[config.mk]
export PLATFORM = sky130hd
export DESIGN_NAME = gol_gen_scheduler
export DESIGN_NICKNAME = d
export VERILOG_FILES = /design/src/rtl/gol_gen_scheduler_pkg.sv /design/src/rtl/gol_gen_scheduler_frame_divider.sv /design/src/rtl/gol_gen_scheduler.sv
export SDC_FILE = /design/constraint.sdc
export NUM_CORES = 1
export LEC_CHECK = 0
export ABC_AREA = 1
export BUFFER_PORTS_ARGS = -buffer_cell sky130_fd_sc_hd__buf_2
export CORE_MARGIN = 2
export CORE_UTILIZATION = 40
export DETAILED_ROUTE_END_ITERATION = 8
export HOLD_SLACK_MARGIN = 0.1
export PLACE_DENSITY_LB_ADDON = 0.15
export REMOVE_ABC_BUFFERS = 1
export SLEW_MARGIN = 25
export SYNTH_ARGS = -nofsm -noshare
export SYNTH_HDL_FRONTEND = slang
export SYNTH_SLANG_ARGS = --single-unit
[constraint.sdc]
create_clock -name clk -period 1.8 [get_ports clk]
set_input_delay 0.36 -clock clk [delete_from_list [all_inputs] [get_ports clk]]
set_output_delay 0.36 -clock clk [all_outputs]
set_load 0.01 [all_outputs]
[src/rtl/gol_gen_scheduler_pkg.sv]
// Shared scheduler definitions: FSM state encodings and debug state width.
// Imported by the scheduler top and its frame divider.
package gol_gen_scheduler_pkg;

  localparam int SCHED_STATE_W = 3;

  localparam logic [SCHED_STATE_W-1:0] S_WAIT_INIT = 3'd0;
  localparam logic [SCHED_STATE_W-1:0] S_IDLE      = 3'd1;
  localparam logic [SCHED_STATE_W-1:0] S_START     = 3'd2;
  localparam logic [SCHED_STATE_W-1:0] S_BUSY      = 3'd3;
  localparam logic [SCHED_STATE_W-1:0] S_SWAP      = 3'd4;

endpackage

[src/rtl/gol_gen_scheduler_frame_divider.sv]
// Frame divider: counts SOFs while running and emits a registered 1-cycle tick every
// max(rate,1) frames; counter holds while paused and clears while the engine is uninitialised.
module gol_gen_scheduler_frame_divider #(
  parameter int RATE_W = 8
) (
  input  logic              clk,
  input  logic              rst,
  input  logic              clr_i,
  input  logic              sof_i,
  input  logic              run_i,
  input  logic [RATE_W-1:0] rate_i,
  output logic              tick_o
);

  logic [RATE_W-1:0] frame_cnt_q, frame_cnt_d;
  logic [RATE_W-1:0] limit;
  logic              tick_q, tick_d;

  // Compare with >= so a rate lowered below the current count ticks on the next SOF.
  always_comb begin
    limit       = (rate_i == '0) ? '0 : rate_i - 1'b1;
    frame_cnt_d = frame_cnt_q;
    tick_d      = 1'b0;
    if (clr_i) begin
      frame_cnt_d = '0;
    end else if (sof_i && run_i) begin
      if (frame_cnt_q >= limit) begin
        frame_cnt_d = '0;
        tick_d      = 1'b1;
      end else begin
        frame_cnt_d = frame_cnt_q + 1'b1;
      end
    end
  end

  always_ff @(posedge clk or posedge rst) begin
    if (rst) begin
      frame_cnt_q <= '0;
      tick_q      <= 1'b0;
    end else begin
      frame_cnt_q <= frame_cnt_d;
      tick_q      <= tick_d;
    end
  end

  assign tick_o = tick_q;

endmodule

[src/rtl/gol_gen_scheduler.sv]
// Paces the GoL engine against video frames: starts one generation per tick or step,
// waits for engine_done, and swaps display/compute banks only at vblank entry.
module gol_gen_scheduler
  import gol_gen_scheduler_pkg::*;
#(
  parameter int RATE_W = 8,
  parameter int GEN_W  = 16,
  parameter int OVR_W  = 8
) (
  input  logic                     clk,
  input  logic                     rst,
  input  logic                     init_done,
  input  logic                     video_sof,
  input  logic                     vblank_start,
  input  logic                     run,
  input  logic                     step,
  input  logic [RATE_W-1:0]        rate,
  output logic                     engine_start,
  input  logic                     engine_done,
  output logic                     ram_select,
  output logic [GEN_W-1:0]         gen_count,
  output logic [OVR_W-1:0]         overrun_cnt,
  output logic [SCHED_STATE_W-1:0] sched_state
);

  logic                     tick;
  logic [SCHED_STATE_W-1:0] state_q, state_d;
  logic                     start_q, start_d;
  logic                     ram_sel_q, ram_sel_d;
  logic [GEN_W-1:0]         gen_q, gen_d;
  logic [OVR_W-1:0]         ovr_q, ovr_d;
  logic                     step_pend_q, step_pend_d;

  gol_gen_scheduler_frame_divider #(.RATE_W(RATE_W)) u_div (
    .clk    (clk),
    .rst    (rst),
    .clr_i  (~init_done),
    .sof_i  (video_sof),
    .run_i  (run),
    .rate_i (rate),
    .tick_o (tick)
  );

  always_comb begin
    state_d     = state_q;
    ram_sel_d   = ram_sel_q;
    gen_d       = gen_q;
    ovr_d       = ovr_q;
    step_pend_d = step_pend_q;
    // A tick that cannot be served immediately is a missed deadline.
    if (tick && (state_q != S_IDLE) && (ovr_q != '1)) begin
      ovr_d = ovr_q + 1'b1;
    end
    if (!init_done) begin
      state_d     = S_WAIT_INIT;
      step_pend_d = 1'b0;
    end else begin
      case (state_q)
        S_WAIT_INIT: state_d = S_IDLE;
        S_IDLE:      if (tick || step_pend_q) state_d = S_START;
        S_START:     state_d = S_BUSY;
        S_BUSY:      if (engine_done) state_d = S_SWAP;
        S_SWAP: begin
          if (vblank_start) begin
            state_d   = S_IDLE;
            ram_sel_d = ~ram_sel_q;
            gen_d     = gen_q + 1'b1;
          end
        end
        default:     state_d = S_WAIT_INIT;
      endcase
      if (state_d == S_START) begin
        step_pend_d = 1'b0;
      end else if (step && !run) begin
        step_pend_d = 1'b1;
      end
    end
    start_d = (state_d == S_START);
  end

  always_ff @(posedge clk or posedge rst) begin
    if (rst) begin
      state_q     <= S_WAIT_INIT;
      start_q     <= 1'b0;
      ram_sel_q   <= 1'b0;
      gen_q       <= '0;
      ovr_q       <= '0;
      step_pend_q <= 1'b0;
    end else begin
      state_q     <= state_d;
      start_q     <= start_d;
      ram_sel_q   <= ram_sel_d;
      gen_q       <= gen_d;
      ovr_q       <= ovr_d;
      step_pend_q <= step_pend_d;
    end
  end

  assign engine_start = start_q;
  assign ram_select   = ram_sel_q;
  assign gen_count    = gen_q;
  assign overrun_cnt  = ovr_q;
  assign sched_state  = state_q;

endmodule

# == Word-level counts from Yosys, hierarchy flattened ==
# Cells that the tools add are included.
# op_classes
reduce_logical,9
n_addsub,4
div,0
shift,0
mux,16
mul,0
order_cmp,1
bitwise_logic,1
eq_ne,10
# ops
op,count
8-bit 2-to-1 mux,4
"16-bit by 1-bit adder with 16-bit output, second input constant",1
"8-bit by 1-bit adder with 8-bit output, second input constant",2
3-bit 2-to-1 mux,5
3-bit case mux with 5 select lines,1
"3-bit by 2-bit equality test with 1-bit output, second input constant",4
8-bit >= comparator,1
8-bit zero test,1
"8-bit inequality test, second input constant",1
"8-bit by 1-bit subtractor with 8-bit output, second input constant",1
1-bit 2-to-1 mux,6
"3-bit by 1-bit inequality test with 1-bit output, second input constant",2
1-bit logical AND,4
"3-bit by 1-bit equality test with 1-bit output, second input constant",1
"3-bit equality test, second input constant",1
3-bit zero test,1
3-bit AND reduction,1
"2-bit by 1-bit inequality test with 1-bit output, second input constant",1
1-bit zero test,1
1-bit logical OR,1
1-bit NOT,1
# totals
out_inout_bits,29
ram_bits,0
romBits,0
reg_bits,39
latchBits,0
elab_cells,49
mem_count,0

# == Longest topological paths before layout ==
# Gate-level depths: netlist of run 1.
# depth
depth_word,7
depth_mapped,15
mapped_depth_nobuf,15

# == Cells and area by module ==
# A second synthesis of run 1 with hierarchy kept.
# unflattened
cells_unflattened,341
area_unflattened_um2,2560.0
# by_module_without_submodules
module,n_inst,area_each_um2,seq_area_each_um2,cells_each
gol_gen_scheduler,1,1640.3,750.7,207
gol_gen_scheduler_frame_divider,1,919.6,225.2,134

# == Least setup slack after synthesis of run 1 ==
# OpenSTA, ideal clock, no wires.
# synth_timing
kind,input-to-reg
start,input port rate[0]
end,register u_div.frame_cnt_q[3]
arrival_time_ns,2.089
cell_stages,11
t_required_ns,1.723
setup_ns,0.077
setup_slack_ns,-0.366
n_path_buf,0
path_cell_list,inv_1 ha_1 nand2_1 nor3_1 inv_1 nand3_1 ha_1 a21o_1 nor2_1 nand4_1 a21oi_1
# synth_between
elab_chain_len,6
word_cells_on_any_way,7
cone_classes,add/sub: 1; order compare: 1; mux: 4; reduce/logical: 1
# synth_rtl
element,line_no,source
"start, declared",gol_gen_scheduler.sv:17,"input logic [RATE_W-1:0] rate,"
8-bit by 1-bit subtractor with 8-bit output or 8-bit zero test (tied branches),gol_gen_scheduler_frame_divider.sv:21,limit = (rate_i == '0) ? '0 : rate_i - 1'b1;
8-bit 2-to-1 mux (*),gol_gen_scheduler_frame_divider.sv:21,
8-bit >= comparator (*),gol_gen_scheduler_frame_divider.sv:27,if (frame_cnt_q >= limit) begin
8-bit 2-to-1 mux (*),gol_gen_scheduler_frame_divider.sv:27,
8-bit 2-to-1 mux (*),gol_gen_scheduler_frame_divider.sv:26,end else if (sof_i && run_i) begin
8-bit 2-to-1 mux (*),gol_gen_scheduler_frame_divider.sv:24,if (clr_i) begin
"end signal, assigned",gol_gen_scheduler_frame_divider.sv:41,frame_cnt_q <= frame_cnt_d;
"end, declared",gol_gen_scheduler_frame_divider.sv:15,"logic [RATE_W-1:0] frame_cnt_q, frame_cnt_d;"
# Every way passes the cells marked *; elsewhere a longest branch is shown, timed or not. The select of a mux whose other input is x is not followed.
# A chain may end at the register's enable or synchronous reset.

# == Final worst setup path of run 1 ==
# layout_timing
start,input port rate[5]
end,register u_div.frame_cnt_q[6]
# Same word-level chain as after synthesis.

==> impl_metrics.env, run 1 <==
export IMPL_rows=28
export IMPL_synth_top_area_share_pct=41.14
export IMPL_cts_tree="done"
export IMPL_dp_hpwl_mm=3.729
export IMPL_grt_max_degree=40
export IMPL_synthFlopType="dfrtp_1"
export IMPL_ctsHtreeMaxLevel=2
export IMPL_area_growth_pct=33.12
export IMPL_hp_class="in2async"
export IMPL_synth_edff_count=0
export IMPL_globalRouteOverflowTotal=0
export IMPL_grt_pass1_wl_mm=8.838
export IMPL_yosysSeqAreaShare_pct=41.14
export IMPL_finalInstanceArea_mm2=0.003158
export IMPL_rsz0062_at_grt="true"
export IMPL_cts_buffers=5
export IMPL_max_cap_violations=0
export IMPL_power_frac_seq_pct=48.6
export IMPL_switchingPower_w=0.0004708
export IMPL_worst_pin_slew_ns=0.5165
export IMPL_setup_viol=5
export IMPL_start_util_pct=40.79
export IMPL_nets=402
export IMPL_dieArea_mm2=0.006563
export IMPL_power_density_mw_per_mm2=596.9
export IMPL_clock_root_buffer="clkbuf_8"
export IMPL_track_usage_pct=16.93
export IMPL_crit_path_max_incr_delay_ns=0.26
export IMPL_clock_sinks=39
export IMPL_routabilityCongestion=0.8155
export IMPL_yosysTopAreaCell="dfrtp_1"
export IMPL_async_flop_share_pct=100.0
export IMPL_p_leak_nw=1.647
export IMPL_crit_chain="buf_6, nor2_4, nand2_2, nor3_4, inv_2, nand3_2, ha_4, a21o_1, nor2_2, nand4_1, a21oi_1"
export IMPL_irDropWorstVdd_v=0.0005118
export IMPL_slew_headroom_pct=65.57
export IMPL_dr_pass1_iters=4
export IMPL_slew_violations=0
export IMPL_final_common_cell="nand2_1"
export IMPL_placed_area_mm2=0.002799
export IMPL_pre_cts_ws_ns=-0.5761
export IMPL_period_minus_slack_ns=1.834
export IMPL_endpoint_kind="register"
export IMPL_finalWirelength_mm=5.201
export IMPL_critPathLaunchType="input port"
export IMPL_mostFrequentLayoutCells="77 x nand2_1, 39 x dfrtp_1, 39 x buf_2, 35 x inv_1, 24 x nor2_1"
export IMPL_antenna_found_initial=0
export IMPL_cts_path_max_buffers=2
export IMPL_sw_frac_of_total_pct=24.98
export IMPL_comb_power_share_pct=13.0
export IMPL_ys_warn_count=0
export IMPL_clk_pin_slew_ns=0.08
export IMPL_hold_ws_ns=0.1840
export IMPL_crit_start="rate[5]"
export IMPL_remaining_drc_errors=0
export IMPL_antenna_cells=0
export IMPL_violations="setup timing"
export IMPL_r2r_start="u_div.frame_cnt_q[5]"
export IMPL_wl_per_cell_um=11.56
export IMPL_ys_ff_latch=39
export IMPL_synth_avg_cell_area_um2=7.753
export IMPL_path_class="in2reg"
export IMPL_cp_required_ns=2.01
export IMPL_critPathSlowestCell="nor3_4"
export IMPL_path_max_fanout=5
export IMPL_die_w_um=81.01
export IMPL_postRouteAntennaNets=0
export IMPL_netlist_area_mm2=0.002372
export IMPL_coreArea_mm2=0.005816
export IMPL_drt_iter0_markers=90
export IMPL_fmax_mhz=545.3
export IMPL_hold_viol_final=0
export IMPL_post_synth_inst_count=306
export IMPL_internal_power_w=0.001414
export IMPL_layout_setup_ws_ns=-0.03401
export IMPL_arrival_ns=2.04
export IMPL_io_buffers=44
export IMPL_pwr_share_clk_pct=38.4
export IMPL_drive_above_1_share_pct=30.67
export IMPL_synth_distinct_cells=25
export IMPL_insertion_delay_ns=0.28
export IMPL_ios=45
export IMPL_ys_top_cells_by_area="dfrtp_1 41%, nand2_1 14%, ha_1 6.3%"
export IMPL_die_h_um=81.01
export IMPL_period_share_pct=101.9
export IMPL_finClkSkew_ns=0.005181
export IMPL_vias=2185
export IMPL_ctsHoldBuffers=0
export IMPL_vias_per_cell=4.856
export IMPL_grt_pass1_vias=2096
export IMPL_outcome="finished with violations"
cell type report:
class | count | area (um2)
Clock buffer | 5 | 68.82
Clock inverter | 3 | 43.79
Fill cell | 573 | 2658
Inverter | 39 | 151.4
Multi-Input combinational cell | 226 | 1419
Sequential cell | 39 | 975.9
Tap cell | 75 | 93.84
Timing Repair Buffer | 63 | 405.4
cell families (layout without fill, tap and decap cells):
group	count (synthesis)	count (layout)	share of synthesized area, %
simple gates	161	161	30.22
xor+xnor	24	24	8.861
compound gates	29	29	6.646
fa+ha+maj	12	12	6.329
flops	39	39	41.14
buf+inv	41	110	6.804
per-layer routing:
| metal | global-route usage (%) | vias up | part of all wire, % |
|---|---|---|---|
| li1 | - | 1121 | - |
| met1 | 21.13 | 1010 | 46 |
| met2 | 29.59 | 48 | 49 |
| met4 | 5.424 | 0 | 1.4 |
| met5 | 0 | - | 0 |
| met3 | 3.000 | 6 | 3.9 |
final timing paths:
kind | endpoint | slack, ns | cells after the start
min reg2reg | ram_select | 0.47 | 1
min in group clk | step_pend_q | 0.34 | 3
max reg2reg | u_div.frame_cnt_q[6] | 0.27 | 6
max | u_div.frame_cnt_q[6] | -0.03 | 11
max in group asynchronous | sched_state[0] | 1.25 | 3
min | u_div.frame_cnt_q[2] | 0.18 | 3
synth_stat cells, drive strengths merged (2+ instances only):
cell type / count
nand3: 17
o211ai: 2
dfrtp: 39
xor2: 17
nor3: 6
o21ai: 14
nand2: 87
inv: 39
ha: 12
nor2: 33
buf: 2
xnor2: 7
a21oi: 11
nand4: 13
or2: 3
per-stage QoR:
step | power, W | cells | util (%) | setup TNS, ns
after CTS | 0.001894 | 448 | 52.50 | -0.08223
after global routing | 0.001997 | 450 | 54.30 | -1.414
final | 0.001885 | 450 | 54.30 | -0.1446
after floorplan | 0.001041 | 304 | - | -2.556
after detailed placement | 0.001122 | 440 | 48.13 | -4.708
after global placement | 0.001119 | 440 | 48.13 | -4.017
sequential cells by signal, summed over array words and instances (netlist names):
register / count
u_div.tick_o: 1
step_pend_q: 1
sched_state: 3
overrun_cnt: 8
gen_count: 16
engine_start: 1
ram_select: 1
u_div.frame_cnt_q: 8
power by group through the flow:
stage / Sequential (W) / Combinational (W) / Clock (W)
finish: 0.000917 / 0.000244 / 0.000724
global route: 0.000921 / 0.000273 / 0.000803
CTS: 0.000917 / 0.000219 / 0.000759
detailed placement: 0.000934 / 0.000189 / 0
global placement: 0.000934 / 0.000186 / 0
floorplan: 0.000936 / 0.000104 / 0
what timing repair did:
action / 4_1_cts / 5_1_grt
gates resized for setup: 34 / 26
setup endpoints to repair: 9 / 9
pin swaps: 13 / 18
buffers inserted: 1 / 2
worst max-delay path, delay by kind of cell:
| kind | cells | cell delay [ns] |
|---|---|---|
| AO/OA/AOI/OAI | 2 | 0.36 |
| AND/OR/NAND/NOR | 6 | 0.93 |
| buffers and inverters | 2 | 0.20 |
| adder cells (fa/ha/maj) | 1 | 0.20 |
Power figures use the tool's default switching activity.
==> inputs of run 2 (changes only) <==
CORE_ASPECT_RATIO = 0.5   (was unset)
==> run 2 against run 1 <==
- the run ends with DRC, setup timing left
- combinational power fell by 6%
- sequential share of layout area rose by 0.54 points
- die area rose by 0.57%
- first-iteration DRC count rose by 13%
- worst setup slack got worse by 0.054 ns
- fmax fell by 2.8%
- total power rose by 3.6%
- worst hold slack improved by 0.013 ns
- non-clock buffer count did not move
- sequential cell count did not move
- register-to-register slack got worse by 0.04 ns
- critical path type unchanged
- largest power group unchanged
==> impl_metrics.env, run 2 (same netlist as run 1, synthesis figures left out) <==
export IMPL_routabilityCongestion=0.8291
export IMPL_hp_class="in2async"
export IMPL_vias_per_cell=4.937
export IMPL_cts_path_max_buffers=2
export IMPL_slew_headroom_pct=67.48
export IMPL_critPathSlowestCell="ha_1"
export IMPL_power_density_mw_per_mm2=629.3
export IMPL_track_usage_pct=17.28
export IMPL_layout_setup_ws_ns=-0.08768
export IMPL_rr_endpoint="gen_count[4]"
export IMPL_path_max_fanout=5
export IMPL_finalWirelength_mm=5.363
export IMPL_mostFrequentLayoutCells="81 x nand2_1, 39 x dfrtp_1, 38 x buf_2, 35 x inv_1, 25 x nor2_1"
export IMPL_insertion_delay_ns=0.27
export IMPL_clock_root_buffer="clkbuf_16"
export IMPL_outcome="finished with violations"
export IMPL_nFillCells=516
export IMPL_grt_pass1_wl_mm=9.218
export IMPL_ctsHtreeMaxLevel=2
export IMPL_finClkSkew_ns=0.001829
export IMPL_postRouteAntennaNets=0
export IMPL_arrival_ns=2.09
export IMPL_fmax_mhz=529.8
export IMPL_cts_tree="done"
export IMPL_crit_chain="buf_6, nor2_4, nand2_4, buf_4, o21ai_0, nand3_1, ha_1, a21o_1, nor2_2, nand4_1, a21oi_1"
export IMPL_drt_iter0_markers=102
export IMPL_p_leak_nw=1.647
export IMPL_irDropWorstVdd_v=0.0002990
export IMPL_coreArea_mm2=0.005610
export IMPL_regArea_um2=975.9
export IMPL_grt_max_degree=40
export IMPL_clk_pin_slew_ns=0.05
export IMPL_multi_input_area_mm2=0.001349
export IMPL_final_common_cell="nand2_1"
export IMPL_antenna_found_initial=0
export IMPL_timing_reg2reg_setup_slack_ns=0.23
export IMPL_cts_buffers=5
export IMPL_dr_pass1_iters=6
export IMPL_drive_above_1_share_pct=27.08
export IMPL_r2r_start="sched_state[1]"
export IMPL_critPathLaunchType="input port"
export IMPL_area_growth_pct=30.85
export IMPL_hold_viol_final=0
export IMPL_crit_path_max_incr_delay_ns=0.30
export IMPL_rows=19
export IMPL_slew_violations=0
export IMPL_io_buffers=44
export IMPL_worst_pin_slew_ns=0.4878
export IMPL_period_share_pct=104.9
export IMPL_cp_required_ns=2.00
export IMPL_remaining_drc_errors=4
export IMPL_pre_cts_ws_ns=-0.5612
export IMPL_reg2reg_depth=6
export IMPL_ios=45
export IMPL_max_cap_violations=0
export IMPL_die_w_um=112.9
export IMPL_ctsHoldBuffers=0
export IMPL_setup_viol=5
export IMPL_rsz0062_at_grt="true"
export IMPL_clock_sinks=39
export IMPL_dieArea_mm2=0.006600
export IMPL_path_class="in2reg"
export IMPL_vias=2202
export IMPL_violations="DRC, setup timing"
export IMPL_dp_hpwl_mm=3.951
export IMPL_start_util_pct=42.28
export IMPL_die_h_um=58.46
export IMPL_globalRouteOverflowTotal=0
export IMPL_period_minus_slack_ns=1.888
export IMPL_wl_per_cell_um=12.02
export IMPL_nets=402
export IMPL_endpoint_kind="register"
export IMPL_largest_register_ffs=16
export IMPL_setup_tns_ns=-0.3875
export IMPL_antenna_cells=0
export IMPL_grt_pass1_vias=2126
run 2: metrics by stage:
stage | util, % | instances | hold WS, ns | instance area, um2 | power (W)
final | 55.33 | 446 | 0.1971 | 3104 | 0.001954
after global routing | 55.33 | 446 | 0.2791 | 3104 | 0.002051
after CTS | 53.28 | 443 | 0.2136 | 2989 | 0.001958
after detailed placement | 49.58 | 436 | 0.4616 | 2781 | 0.001124
after global placement | 49.58 | 436 | 0.4524 | 2781 | 0.001118
after floorplan | - | 304 | 0.4768 | 2357 | 0.001041
run 2: worst max-delay path, delay by kind of cell:
family                   cells  cell delay (ns)
AO/OA/AOI/OAI                3             0.52
adder cells (fa/ha/maj)      1             0.30
buffers and inverters        2             0.24
AND/OR/NAND/NOR              5             0.66
run 2: worst max-delay path by stage:
stage                  from              endpoint  slack (ns)  cells past startpoint
global placement    rate[0]  u_div.frame_cnt_q[3]       -0.43                     15
global route        rate[5]  u_div.frame_cnt_q[6]       -0.22                     13
detailed placement  rate[0]  u_div.frame_cnt_q[7]       -0.56                     14
floorplan           rate[0]  u_div.frame_cnt_q[3]       -0.37                     11
CTS                 rate[1]  u_div.frame_cnt_q[7]       -0.09                     14
finish              rate[4]  u_div.frame_cnt_q[4]       -0.09                     11
run 2: per-layer routing:
metal  GRT usage, %  wire length (um)  vias up
met5              0                 0        -
met4          4.181                47        0
met3          3.502               201        5
met2          32.79              2712       46
met1          20.66              2402     1034
li1               -                 -     1117
run 2: layout make-up:
cell class,count,area share (%)
inverters,39,4.877
flip-flops and latches,39,31.44
multi-input cells,226,43.45
repair buffers,63,13.14
well taps,73,2.942
clock buffers,6,4.152
run 2: timing repair:
item / in CTS / in global routing
endpoints found under the setup margin: 9 / 9
cloned: 0 / 0
pin swaps: 13 / 12
buffers inserted: 1 / 3
resized for setup: 18 / 27
run 2: where the power goes:
part	total [W]	internal (W)	switching, W
registers	0.000920	0.000896	0.0000243
logic	0.000229	0.000103	0.000127
clock network	0.000804	0.000497	0.000307
